<file path="src/rtl/dac_pkg.sv">
// Shared types and helpers for the multi-channel DAC serializer.
// Frame header width, FSM state encoding and SDI-to-offset-binary conversion.
package dac_pkg;

  localparam int HDR_W = 8;

  typedef enum logic [2:0] {
    ST_IDLE,
    ST_SETUP,
    ST_SHIFT,
    ST_GAP,
    ST_LOAD
  } st_e;

  // Two's complement to offset binary: flip the sign bit.
  function automatic logic [31:0] conv(input logic [31:0] d);
    return d ^ 32'h8000_0000;
  endfunction

endpackage

</file>
<file path="src/rtl/dac_multi_ch_serializer_if.sv">
// Frame handshake between channel sequencer and SPI shifter.
// The sequencer presents a frame with start; the shifter pulses done in its last GAP clk.
interface dac_frame_if #(
  parameter int FW = 24
);
  logic          start;
  logic [FW-1:0] data;
  logic          done;

  modport master (
    output start,
    output data,
    input  done
  );

  modport slave (
    input  start,
    input  data,
    output done
  );
endinterface

</file>
<file path="src/rtl/dac_spi_shifter.sv">
// Serializes one DAC frame: SETUP half-period, MSB-first SHIFT, GAP with sync high.
// All pin outputs are registered; done is high during the final GAP clk.
module dac_spi_shifter
  import dac_pkg::*;
#(
  parameter int DW      = 16,
  parameter int CLK_DIV = 4
) (
  input  logic      clk,
  input  logic      Reset,
  dac_frame_if.slave frm,
  output logic      sync_o,
  output logic      sclk_o,
  output logic      sdin_o
);

  localparam int FW   = HDR_W + DW;
  localparam int HALF = CLK_DIV / 2;
  localparam int CW   = $clog2(CLK_DIV);
  localparam int BW   = $clog2(FW);

  st_e           st_q;
  logic [CW-1:0] cnt_q;
  logic [BW-1:0] bit_q;
  logic [FW-1:0] sh_q;
  logic          sync_q;
  logic          sclk_q;
  logic          done_q;

  assign sync_o   = sync_q;
  assign sclk_o   = sclk_q;
  assign sdin_o   = sh_q[FW-1];
  assign frm.done = done_q;

  always_ff @(posedge clk) begin
    if (Reset) begin
      st_q   <= ST_IDLE;
      cnt_q  <= '0;
      bit_q  <= '0;
      sh_q   <= '0;
      sync_q <= 1'b1;
      sclk_q <= 1'b1;
      done_q <= 1'b0;
    end else if (frm.start) begin
      st_q   <= ST_SETUP;
      cnt_q  <= '0;
      bit_q  <= '0;
      sh_q   <= frm.data;
      sync_q <= 1'b0;
      sclk_q <= 1'b1;
      done_q <= 1'b0;
    end else begin
      unique case (st_q)
        ST_SETUP: begin
          if (cnt_q == CW'(HALF - 1)) begin
            st_q  <= ST_SHIFT;
            cnt_q <= '0;
          end else begin
            cnt_q <= cnt_q + 1'b1;
          end
        end
        ST_SHIFT: begin
          // Bit boundary: sclk rises and the next bit appears together.
          if (cnt_q == CW'(CLK_DIV - 1)) begin
            cnt_q  <= '0;
            sclk_q <= 1'b1;
            if (bit_q == BW'(FW - 1)) begin
              st_q   <= ST_GAP;
              sync_q <= 1'b1;
              sh_q   <= '0;
            end else begin
              bit_q <= bit_q + 1'b1;
              sh_q  <= {sh_q[FW-2:0], 1'b0};
            end
          end else begin
            cnt_q <= cnt_q + 1'b1;
            if (cnt_q == CW'(HALF - 1)) begin
              sclk_q <= 1'b0;
            end
          end
        end
        ST_GAP: begin
          cnt_q  <= cnt_q + 1'b1;
          done_q <= (cnt_q == CW'(CLK_DIV - 2));
          if (cnt_q == CW'(CLK_DIV - 1)) begin
            st_q  <= ST_IDLE;
            cnt_q <= '0;
          end
        end
        default: begin
          done_q <= 1'b0;
        end
      endcase
    end
  end

endmodule

</file>
<file path="src/rtl/dac_multi_ch_serializer.sv">
// Multi-channel DAC update engine: SDI capture, shadow snapshot on trigger,
// per-channel frame sequencing, load pulse and overrun accounting.
module dac_multi_ch_serializer
  import dac_pkg::*;
#(
  parameter int NCH      = 3,
  parameter int DW       = 16,
  parameter int CLK_DIV  = 4,
  parameter int LOAD_CYC = 2
) (
  input  logic              clk,
  input  logic              Reset,
  input  logic [9:0]        SdiAddr_i,
  input  logic [31:0]       SdiData_i,
  input  logic              SdiDataValid_i,
  input  logic [10*NCH-1:0] AddrSel_i,
  input  logic              trig_i,
  output logic              dacSync,
  output logic              dacSclk,
  output logic              dacSdin,
  output logic              dacLoad,
  output logic              busy,
  output logic [15:0]       overrun_cnt,
  output logic [DW*NCH-1:0] dac_code
);

  localparam int FW = HDR_W + DW;
  localparam int LW = (LOAD_CYC > 1) ? $clog2(LOAD_CYC) : 1;
  localparam logic [DW-1:0] MID = {1'b1, {(DW-1){1'b0}}};

  st_e                     st_q;
  logic [2:0]              ch_q;
  logic [LW-1:0]           lcnt_q;
  logic                    trig_q;
  logic                    busy_q;
  logic                    load_q;
  logic [15:0]             ovr_q;
  logic [NCH-1:0][DW-1:0]  code_q;
  logic [NCH-1:0][DW-1:0]  shadow_q;

  logic                    edge_w;
  logic                    last_ch;
  logic [2:0]              ch_nx;
  logic [DW-1:0]           pay;
  logic [DW-1:0]           cap;

  dac_frame_if #(.FW(FW)) frm ();

  assign edge_w  = trig_i & ~trig_q;
  assign last_ch = (ch_q == 3'(NCH - 1));
  assign cap     = DW'(conv(SdiData_i) >> (32 - DW));

  // Frame 0 is sourced from the live registers because the
  // shadow bank is loaded on the same edge that starts it.
  always_comb begin
    ch_nx = (st_q == ST_IDLE) ? 3'd0 : ch_q + 3'd1;
    pay   = code_q[0];
    for (int k = 0; k < NCH; k++) begin
      if (st_q != ST_IDLE && ch_nx == 3'(k)) begin
        pay = shadow_q[k];
      end
    end
    frm.start = (st_q == ST_IDLE && edge_w) ||
                (st_q == ST_SHIFT && frm.done && !last_ch);
    frm.data  = {5'b00000, ch_nx, pay};
  end

  dac_spi_shifter #(
    .DW      (DW),
    .CLK_DIV (CLK_DIV)
  ) u_shf (
    .clk    (clk),
    .Reset  (Reset),
    .frm    (frm),
    .sync_o (dacSync),
    .sclk_o (dacSclk),
    .sdin_o (dacSdin)
  );

  assign dacLoad     = load_q;
  assign busy        = busy_q;
  assign overrun_cnt = ovr_q;
  assign dac_code    = code_q;

  always_ff @(posedge clk) begin
    if (Reset) begin
      st_q   <= ST_IDLE;
      ch_q   <= '0;
      lcnt_q <= '0;
      trig_q <= 1'b1;
      busy_q <= 1'b0;
      load_q <= 1'b1;
      ovr_q  <= '0;
      for (int k = 0; k < NCH; k++) begin
        code_q[k]   <= MID;
        shadow_q[k] <= MID;
      end
    end else begin
      trig_q <= trig_i;
      for (int k = 0; k < NCH; k++) begin
        if (SdiDataValid_i && SdiAddr_i == AddrSel_i[10*k +: 10]) begin
          code_q[k] <= cap;
        end
      end
      if (edge_w && busy_q && ovr_q != 16'hFFFF) begin
        ovr_q <= ovr_q + 16'd1;
      end
      // ST_SHIFT here spans all frames; the shifter owns per-frame phases.
      unique case (st_q)
        ST_IDLE: begin
          if (edge_w) begin
            st_q     <= ST_SHIFT;
            busy_q   <= 1'b1;
            ch_q     <= '0;
            shadow_q <= code_q;
          end
        end
        ST_SHIFT: begin
          if (frm.done) begin
            if (last_ch) begin
              st_q   <= ST_LOAD;
              load_q <= 1'b0;
              lcnt_q <= '0;
            end else begin
              ch_q <= ch_q + 3'd1;
            end
          end
        end
        ST_LOAD: begin
          if (lcnt_q == LW'(LOAD_CYC - 1)) begin
            st_q   <= ST_IDLE;
            load_q <= 1'b1;
            busy_q <= 1'b0;
          end else begin
            lcnt_q <= lcnt_q + 1'b1;
          end
        end
        default: begin
          st_q <= ST_IDLE;
        end
      endcase
    end
  end

endmodule

</file>
<file path="config.mk">
export PLATFORM = sky130hd
export DESIGN_NAME = dac_multi_ch_serializer
export DESIGN_NICKNAME = d
export VERILOG_FILES = /design/src/rtl/dac_pkg.sv /design/src/rtl/dac_multi_ch_serializer_if.sv /design/src/rtl/dac_spi_shifter.sv /design/src/rtl/dac_multi_ch_serializer.sv
export SDC_FILE = /design/constraint.sdc
export NUM_CORES = 1
export LEC_CHECK = 0
export ABC_AREA = 1
export CELL_PAD_IN_SITES_DETAIL_PLACEMENT = 0
export CELL_PAD_IN_SITES_GLOBAL_PLACEMENT = 1
export CORE_ASPECT_RATIO = 1.1
export CORE_MARGIN = 2
export CORE_UTILIZATION = 40
export DETAILED_ROUTE_END_ITERATION = 16
export PLACE_DENSITY = 0.94
export SLEW_MARGIN = 20
export SYNTH_ARGS = -nofsm -noshare
export SYNTH_HDL_FRONTEND = slang
export SYNTH_SLANG_ARGS = --single-unit
</file>
<file path="constraint.sdc">
create_clock -name clk -period 4.9 [get_ports clk]
set_input_delay 0.49 -clock clk [delete_from_list [all_inputs] [get_ports clk]]
set_output_delay 0.49 -clock clk [all_outputs]
set_load 0.01 [all_outputs]
</file>
Word level (Yosys, flattened, before mapping). Index checks and enable logic that the tools add are counted.

Bits in registers: 159. Bits in latches: 0. Memory bits (writable): 0. ROM bits: 0. Input bits: 76. Output and inout port bits: 69. Logic and storage cells: 144. Memories: 0.

$add $sub $neg: 5. Multipliers: 0. Div/mod/pow operators: 0. Magnitude comparators: 0. Eq/ne operators: 29. Shift-type cells: 0. Muxes and demuxes: 42. Bitwise operators: 4. Reduce and logical (&&, ||, !) cells: 42.

Operator list (number): two-way mux 19 bit (3); two-way mux 16 bit (3); two-way mux 3 bit (12); equality test 10 bit (3); two-way mux 24 bit (1); one-hot mux 3 bit (3 select lines) (2); adder 16 x 1 -> 16 bit, second input constant (1); inequality test 16 bit, second input constant (1); nonzero test 2 bit (8); equality test 3 x 2 -> 1 bit, second input constant (5); two-way mux 1 bit (13); inequality test 3 x 2 -> 1 bit, second input constant (4); AND reduction 3 bit (4); AND reduction 4 bit (3); logical AND 1 bit (11); inequality test 2 x 1 -> 1 bit, second input constant (5); AND reduction 5 bit (2); inequality test 2 bit, second input constant (4); one-hot mux 1 bit (2 select lines) (4); AND reduction 2 bit (4); equality test 3 x 1 -> 1 bit, second input constant (2); logical NOT 3 bit (2); one-hot mux 3 bit (2 select lines) (1); nonzero test 3 bit (2); other kinds (16) (22).

Logic depth before layout (Yosys ltp). Gate-level depths: netlist of the first run.

Depth after elaboration: 8. Mapped depth: 11. Depth with buffers taken out: 10.

Modules after synthesis. From an unflattened synthesis of the first run, not the netlist that was laid out.

Cell total of the unflattened synthesis: 1176. Area total of the unflattened synthesis: 7895.1 um2.

Modules (own cells, without submodules): dac_multi_ch_serializer (times used 1, cells an instance 945, area an instance 6102.1 um2, seq. area each 2422.3 um2); dac_spi_shifter (times used 1, cells an instance 231, area an instance 1793.0 um2, seq. area each 720.7 um2).

Least setup slack after synthesis of the first run. OpenSTA, ideal clock, no wires.

Path type: flip-flop to flip-flop. Start: register ch_q[0]. End: register u_shf.sh_q[0]. Library setup time: 0.131 ns. Data arrival time: 1.678 ns. Required time: 4.769 ns. Path slack: 3.092 ns. Cell stages (with the launch flop): 11. Path buffers: 1. Cell sequence: dfxtp_1 inv_1 ha_1 nand2_2 nor2_4 buf_2 nand3_1 nand3_1 nand3_1 nand2_1 a21oi_2.

Cells in the longest elaborated chain, start to end: 8. Elaborated cells on any way between the ends: 19. Classes of those cells: 1 x add/sub; 3 x eq/ne; 5 x mux; 10 x reduce/logical.

Ends and longest elaborated chain: from (decl) (line dac_multi_ch_serializer.sv:32) `logic [2:0] ch_q;`; from (signal assigned) (line dac_multi_ch_serializer.sv:125) `ch_q <= ch_q + 3'd1;`; adder 3 x 1 -> 3 bit (line dac_multi_ch_serializer.sv:56) `ch_nx = (st_q == ST_IDLE) ? 3'd0 : ch_q + 3'd1;`; two-way mux 3 bit (line dac_multi_ch_serializer.sv:56); logical NOT 3 bit (line dac_multi_ch_serializer.sv:59) `if (st_q != ST_IDLE && ch_nx == 3'(k)) begin`; logical AND 1 bit (line dac_multi_ch_serializer.sv:59); two-way mux 16 bit (3 in a row) (line dac_multi_ch_serializer.sv:59); two-way mux 19 bit (line dac_spi_shifter.sv:44) `end else if (frm.start) begin`; to (signal assigned) (line dac_spi_shifter.sv:48) `sh_q <= frm.data;`; to (signal assigned) (line dac_spi_shifter.sv:73) `sh_q <= {sh_q[FW-2:0], 1'b0};`; to (decl) (line dac_spi_shifter.sv:25) `logic [FW-1:0] sh_q;`.

Parallel ways exist; a longest one is shown, timed or not. A chain may end at the register's enable or synchronous reset.

Final worst setup path of the first run.
Start: input port trig_i. End: register u_shf.st_q[1].

Cells in the longest elaborated chain, start to end: 4.

Ends and longest elaborated chain: from (decl) (line dac_multi_ch_serializer.sv:17) `input logic trig_i,`; AND 1 bit (line dac_multi_ch_serializer.sv:49) `assign edge_w = trig_i & ~trig_q;`; logical AND 1 bit (line dac_multi_ch_serializer.sv:63) `frm.start = (st_q == ST_IDLE && edge_w) ||`; logical OR 1 bit (line dac_multi_ch_serializer.sv:63); OR reduction 2 bit (no source line); to (signal assigned) (line dac_spi_shifter.sv:56) `st_q <= ST_SHIFT;`; to (signal assigned) (line dac_spi_shifter.sv:68) `st_q <= ST_GAP;`; to (signal assigned) (line dac_spi_shifter.sv:86) `st_q <= ST_IDLE;`; to (decl) (line dac_spi_shifter.sv:22) `st_e st_q;`.

No other way between the ends.

==> summary.md, run 1 <==
| Metric | Value |
|---|---|
| Area grow syn2layout | `25.30%` |
| Die H | `150.4 µm` |
| Syn avg cell area | `6.917 µm²` |
| CP required | `approximately 5.2 ns` |
| Routed len/inst | `14.19 µm` |
| Crit path from | `trig_i` |
| DRT Pass-1 Iters | `5` |
| Hold Crit Start | `u_shf.sclk_o` |
| Setup Fix Bufs, Post-CTS | `0` |
| Final period utilization | `51.59%` |
| Rows | `53` |
| Critical Path End Type | `register` |
| Synth Register Bits | `about 160` |
| Die area | `20,620 µm²` |
| Placed instance area | `slightly above 9000 µm²` |
| Clk slew on worst S/H paths | `0.06 ns` |
| Worst r2r src | `st_q[2]` |
| Final setup fails | `0` |
| Design area | `a little under 10,000 µm²` |
| DR vias | `7,345` |
| Min Clock Period, post-route | `approximately 2.5 ns` |
| Worst setup SP type | `input pin` |
| Final WL | `approximately 21,000 µm` |
| Nets@finish | `1,307` |
| Synth Flop Type | `dfxtp_1` |
| Mapped Area | `7795 µm²` |
| Clock skew | `about 0.011 ns` |
| CTS Buf Count | `17` |
| Max VDD drop | `~0.25 mV` |
| Critical setup path kind | `input pin to register` |
| Post-synth EDFFs | `0` |
| Sequential share of the synthesized area | `40.32%` |
| P_leak | `3.913 nW` |
| Cell count after placement | `1,446` |
| Sum Neg Setup Slack | `0 ns` |
| Post-place setup slack | `~1.9 ns` |
| Hold_buf cts | `0` |
| Ant. Diodes | `0` |
| DRT iter0 DRCs | `approximately 390` |
| Core area | `19,100 µm²` |
| Worst-Margin Slew | `0.7889 ns` |
| GPL Wtd Cong | `0.8425` |
| Buffers on Ports | `128` |
| Largest net degree at the start of global routing | `~120` |
| Via/cell ratio | `4.966` |
| Ports | `145` |
| Initial antenna violation count | `0` |
| Slew HR | `47.35%` |
| Max-cap violations | `0` |
| Synthesis Warnings | `0` |
| Fmax | `395.6 MHz` |
| Sink Count | `157` |
| Power per cell area | `307.2 nW/µm²` |
| Gate Count Post-Synth | `1,127` |
| Utilization after layout | `51.14%` |
| Final worst slack | `around 2.4 ns` |
| HP Class | `register to register` |
| Cell variety after synth | `39` |
| Cts repair resizes | `0` |
| Post-synth ARST share | `0%` |
| Final hold slack | `0.4532 ns` |
| RSZ-0062 raised after global routing | `false` |
| Final std cells w/o fill | `around 1,500` |
| Vias in the first global route | `6,701` |
| Max Slew Vio Count | `0` |
| Worst Path Max Fanout | `77` |
| H-tree Lvls | `4` |
| Layout cells sized above 1 | `7.711%` |
| Final Total Pwr | `around 3.0 mW` |
| Routed Antenna Nets | `0` |
| Grt ovf | `0` |
| Root Buffer Master | `clkbuf_16` |
| Final HPWL DP | `14,600 µm` |
| GR Util All Layers | `roughly a fifth` |
| Final hold viol count | `0` |
| Max Root-Sink Buffers | `2` |
| Syn nets | `1,215` |
| Worst Path Arrival | `approximately 2.8 ns` |
| Status | `finished, final reports clean` |
| CTS tree | `yes` |
| First-pass GRT wire length | `33,830 µm` |
| Initial core utilization | `40.81%` |
| DIE WIDTH | `137.1 µm` |
| Drt drc | `0` |
| Worst-Skew Late Latency | `0.43 ns` |
flip-flops by register name (all words and copies together), names as in the netlist:
name and cells:
busy 1, ch_q 3, dacLoad 1, dac_code 48, lcnt_q 1, overrun_cnt 16, shadow_q 48, st_q 2
trig_q 1, u_shf.bit_q 5, u_shf.cnt_q 2, u_shf.frm.done 1, u_shf.sclk_o 1, u_shf.sh_q 24, u_shf.st_q 2, u_shf.sync_o 1
power breakdown:
group / switching, mW / internal, mW / leakage, nW / total, mW
clock network: 0.569 / 0.812 / 0.294 / 1.38
logic: 0.171 / 0.116 / 2.35 / 0.287
registers: 0.0201 / 1.31 / 1.27 / 1.33
total: 0.760 / 2.24 / 3.91 / 3.00
cell usage after synthesis, types with 3 or more instances:
cell	number	area [µm²]
a21oi_1	126	630.6
a21oi_2	19	166.4
buf_1	6	22.52
buf_2	32	160.2
buf_4	3	22.52
buf_6	5	56.30
clkbuf_1	15	56.30
dfxtp_1	157	3143
ha_1	12	150.1
inv_1	108	405.4
inv_2	9	33.78
nand2_1	226	848.3
nand2_2	3	18.77
nand2_4	3	33.78
nand3_1	115	575.6
nand4_1	9	56.30
nor2_1	140	525.5
nor2_2	4	25.02
nor2_4	5	56.30
nor3_1	6	30.03
o211ai_1	3	22.52
o21ai_0	70	350.3
o21ai_1	6	30.03
or2_2	5	31.28
xnor2_1	10	87.58
xor2_1	15	131.4
layout make-up:
cell class / count / area [µm²]
Clock buffer: 18 / 429.2
Clock inverter: 14 / 178.9
Fill cell: 1928 / 9331
Inverter: 119 / 450.4
Multi-Input combinational cell: 790 / 3910
Sequential cell: 157 / 3143
Tap cell: 247 / 309.0
Timing Repair Buffer: 134 / 1346
cell families (layout without fill, tap and decap cells):
family | Yosys count | count (layout) | share of synthesized area, %
compound gates | 232 | 232 | 16.15
xor+xnor | 25 | 25 | 2.809
fa+ha+maj | 12 | 12 | 1.926
buf+inv | 180 | 285 | 9.855
flops | 157 | 157 | 40.32
simple gates | 521 | 521 | 28.94
worst max-delay path, stage by stage:
cell and delay, ns:
clkdlybuf4s50_1 0.46, inv_1 0.06, nor2_1 0.26, nand2_4 0.45, nand2_4 0.31, inv_4 0.15, nand2_1 0.42, o21bai_1 0.18
a21oi_1 0.05
per-layer routing:
metal / track usage [%] / up-vias / share of wire, %
li1: - / 3828 / -
met1: 25.07 / 3284 / 43
met2: 35.95 / 199 / 49
met3: 5.017 / 34 / 5.2
met4: 8.196 / 0 / 2.8
met5: 0 / - / 0
worst paths after layout:
| kind | slack (ns) | cells after the start | endpoint |
|---|---|---|---|
| max | 2.37 | 9 | u_shf.st_q[1] |
| max reg2reg | 2.48 | 7 | u_shf.sh_q[12] |
| min | 0.45 | 2 | u_shf.sclk_o |
| min reg2reg | 0.45 | 2 | u_shf.sclk_o |
cells in the final DEF, fill, tap and decap left out, drive strengths merged:
cell and n:
o22ai 1, nand4 9, clkinv 4, clkdlybuf4s50 128
buf 6, nor2 149, clkinvlp 2, or2 5
bufinv 3, a31oi 1, clkbuf 18, o211ai 3
a21oi 145, nor3 7, a211oi 2, nand3 118
xnor2 10, a221oi 1, a21boi 2, xor2 15
nand2 232, inv 124, o21bai 1, ha 12
o21ai 76, dfxtp 157, nand3b 1
Note: power is estimated with default switching activity, not from simulation.
==> run 2: changes to the inputs <==
CORE_UTILIZATION = 37   (was 40)
PLACE_DENSITY = 0.89   (was 0.94)
clock period = 2.6 ns   (was 4.9 ns; I/O delays follow)
==> run 2 against run 1 <==
Compared with the run above:
- clock skew is 0.0031 ns lower
- global-route usage is 1.2 points lower
- critical path depth is 1 lower
- worst hold slack worse by 0.026 ns
- worst setup slack worse by 2.0 ns
- utilization is 3.5 points lower
- wire length is 2.1% higher
- sequential share of layout area is 0.19 points lower
- critical path type is now register to register
- critical endpoint is now u_shf.sh_q[3]
- register-to-register slack worse by 2.1 ns
==> summary.md, run 2 (same netlist as run 1, synthesis figures left out) <==
| Metric | Value |
|---|---|
| Status | `finished, final reports clean (unchanged)` |
| Initial core utilization | `37.76% (was 40.81%)` |
| Commonest non-fill, non-tap cell in the layout | `nand2_1 (unchanged)` |
| Final worst slack | `0.3613 ns (was 2.372 ns)` |
| Routed Antenna Nets | `0 (unchanged)` |
| Ports | `145 (unchanged)` |
| Combinational power share | `9.7% (was 9.6%)` |
| Clk pwr share | `45.4% (was 46.0%)` |
| Hold Path Cell Cnt | `3 (was 2)` |
| Min Clock Period, post-route | `2.239 ns` |
| RSZ-0062 raised after global routing | `false (unchanged)` |
| Cts repair resizes | `0 (unchanged)` |
| Post-place setup slack | `0.3675 ns (was 1.917 ns)` |
| Area grow syn2layout | `26.05% (was 25.30%)` |
| Worst flop-to-flop path endpoint | `u_shf.sh_q[3] (was u_shf.sh_q[12])` |
| Max Slew Vio Count | `0 (unchanged)` |
| Final HPWL DP | `15,400 µm (was 14,600 µm)` |
| Die H | `156.2 µm (was 150.4 µm)` |
| FILL cells | `2,098 (was 1,928)` |
| Clock skew | `0.007730 ns (was 0.01083 ns)` |
| Final hold viol count | `0 (unchanged)` |
| Routed len/inst | `14.31 µm (was 14.19 µm)` |
| R2r setup slk | `0.36 ns (was 2.48 ns)` |
| Drt drc | `0 (unchanged)` |
| Root Buffer Master | `clkbuf_16 (unchanged)` |
| Fmax | `446.7 MHz` |
| GR Util All Layers | `19.68% (was 20.92%)` |
| Slew HR | `60.68% (was 47.35%)` |
| Sum Neg Setup Slack | `0 ns (unchanged)` |
| Core area | `20,640 µm² (was 19,100 µm²)` |
| Nets@finish | `1,317 (was 1,307)` |
| Sink Count | `157 (unchanged)` |
| Worst r2r src | `u_shf.st_q[0] (was st_q[2])` |
| Max-cap violations | `0 (unchanged)` |
| Largest net degree at the start of global routing | `88 (was 122)` |
| Hold Crit Start | `trig_i (was u_shf.sclk_o)` |
| Hold_buf cts | `0 (unchanged)` |
| Final period utilization | `around 86%` |
| Buffers on Ports | `128 (unchanged)` |
| Grt ovf | `0 (unchanged)` |
| Int Pwr | `4.216 mW (was 2.240 mW)` |
| Ant. Diodes | `0 (unchanged)` |
| P_leak | `3.945 nW (was 3.913 nW)` |
| Max VDD drop | `0.4530 mV (was 0.2522 mV)` |
| Setup Fix Bufs, Post-CTS | `0 (unchanged)` |
| Clk slew on worst S/H paths | `0.06 ns (about the same)` |
| Final hold slack | `0.4270 ns (was 0.4532 ns)` |
| DR vias | `7,306 (was 7,345)` |
| Worst setup SP type | `register (was input pin)` |
| Placed instance area | `9228 µm² (was 9134 µm²)` |
| Via/cell ratio | `4.877 (was 4.966)` |
| Worst Path Max Fanout | `20 (was 77)` |
| Layout cells sized above 1 | `8.293% (was 7.711%)` |
| Reg2reg path depth | `8 (was 7)` |
| Worst-Margin Slew | `0.5884 ns (was 0.7889 ns)` |
| CP required | `2.91 ns (was 5.21 ns)` |
| Worst Path Arrival | `2.54 ns (was 2.84 ns)` |
| Critical setup path kind | `register to register (was input pin to register)` |
| DIE WIDTH | `142.4 µm (was 137.1 µm)` |
| Power per cell area | `569.6 nW/µm² (was 307.2 nW/µm²)` |
| H-tree Lvls | `4 (unchanged)` |
| CTS Buf Count | `17 (unchanged)` |
| CTS tree | `yes (unchanged)` |
| Net switching fraction of the power | `24.67% (was 25.33%)` |
| Final WL | `21,440 µm (was 20,990 µm)` |
| Design area | `9826 µm² (was 9767 µm²)` |
| DRT iter0 DRCs | `306 (was 386)` |
| Critical Path End Type | `register (unchanged)` |
| First-pass GRT wire length | `34,490 µm (was 33,830 µm)` |
| Min-Delay Endpoint | `trig_q (was u_shf.sclk_o)` |
| Vias in the first global route | `6,751 (was 6,701)` |
| Sw Pwr | `1.381 mW (was 0.7599 mW)` |
| GPL Wtd Cong | `0.8223 (was 0.8425)` |
| Max Root-Sink Buffers | `2 (unchanged)` |
| DRT Pass-1 Iters | `4 (was 5)` |
| Worst-Skew Late Latency | `0.42 ns (was 0.43 ns)` |
| HP Class | `input pin to register (was register to register)` |
| Final setup fails | `0 (unchanged)` |
| Rows | `55 (was 53)` |
| Seq pwr share | `44.9% (was 44.4%)` |
| Commonest cells after routing, fill and taps aside | `nand2_1 (226), dfxtp_1 (157), nor2_1 (138), clkdlybuf4s50_1 (128), a21oi_1 (126) (unchanged)` |
| Initial antenna violation count | `0 (unchanged)` |
| Die area | `22,250 µm² (was 20,620 µm²)` |
run 2: critical path, stage by stage (launching register included):
cell,delay (ns)
dfxtp_1,0.37
inv_1,0.10
ha_1,0.27
nand2_1,0.22
inv_2,0.10
nor2_4,0.49
inv_2,0.25
o21ai_0,0.28
a21oi_2,0.04
run 2: layout make-up:
type	count	area (µm²)	share of cell area [%]
multi-input cells	790	3900	39.69
flip-flops and latches	157	3143	31.99
repair buffers	144	1414	14.39
inverters	119	450.4	4.584
clock buffers	20	436.7	4.444
well taps	256	320.3	3.260
clock inverters	12	161.4	1.643
run 2: stage by stage:
step	std cells	power, mW	utilization, %
after CTS	1498	5.660	47.59
after global routing	1498	5.844	47.59
after detailed placement	1466	3.111	44.70
final	1498	5.597	47.59
after global placement	1466	3.101	44.70
after floorplan	1127	2.908	-
run 2: power by group through the flow:
stage	Clock [mW]	Sequential (mW)	Combinational [mW]
final	2.54	2.51	0.544
after global routing	2.71	2.52	0.613
after CTS	2.60	2.51	0.547
after detailed placement	0	2.57	0.545
after global placement	0	2.56	0.538
after floorplan	0	2.56	0.350
run 2: how the worst max path moves through the flow:
stage	start	to	slack, ns	cells past startpoint
final	u_shf.st_q[0]	u_shf.sh_q[3]	0.36	8
after global routing	u_shf.st_q[0]	u_shf.sh_q[9]	0.09	8
after CTS	u_shf.st_q[0]	u_shf.sh_q[3]	0.32	8
after detailed placement	u_shf.st_q[0]	u_shf.sh_q[3]	0.37	8
after global placement	trig_i	u_shf.st_q[1]	0.39	9
after floorplan	ch_q[0]	u_shf.sh_q[0]	0.79	10
run 2: routing by layer:
metal  up-vias  GRT usage, %  part of all wire [%]
met5         -             0                     0
met4         0         6.082                   1.8
met3        20         6.028                   6.0
met2       183         34.41                    50
met1      3265         23.10                    42
li1       3838             -                     -
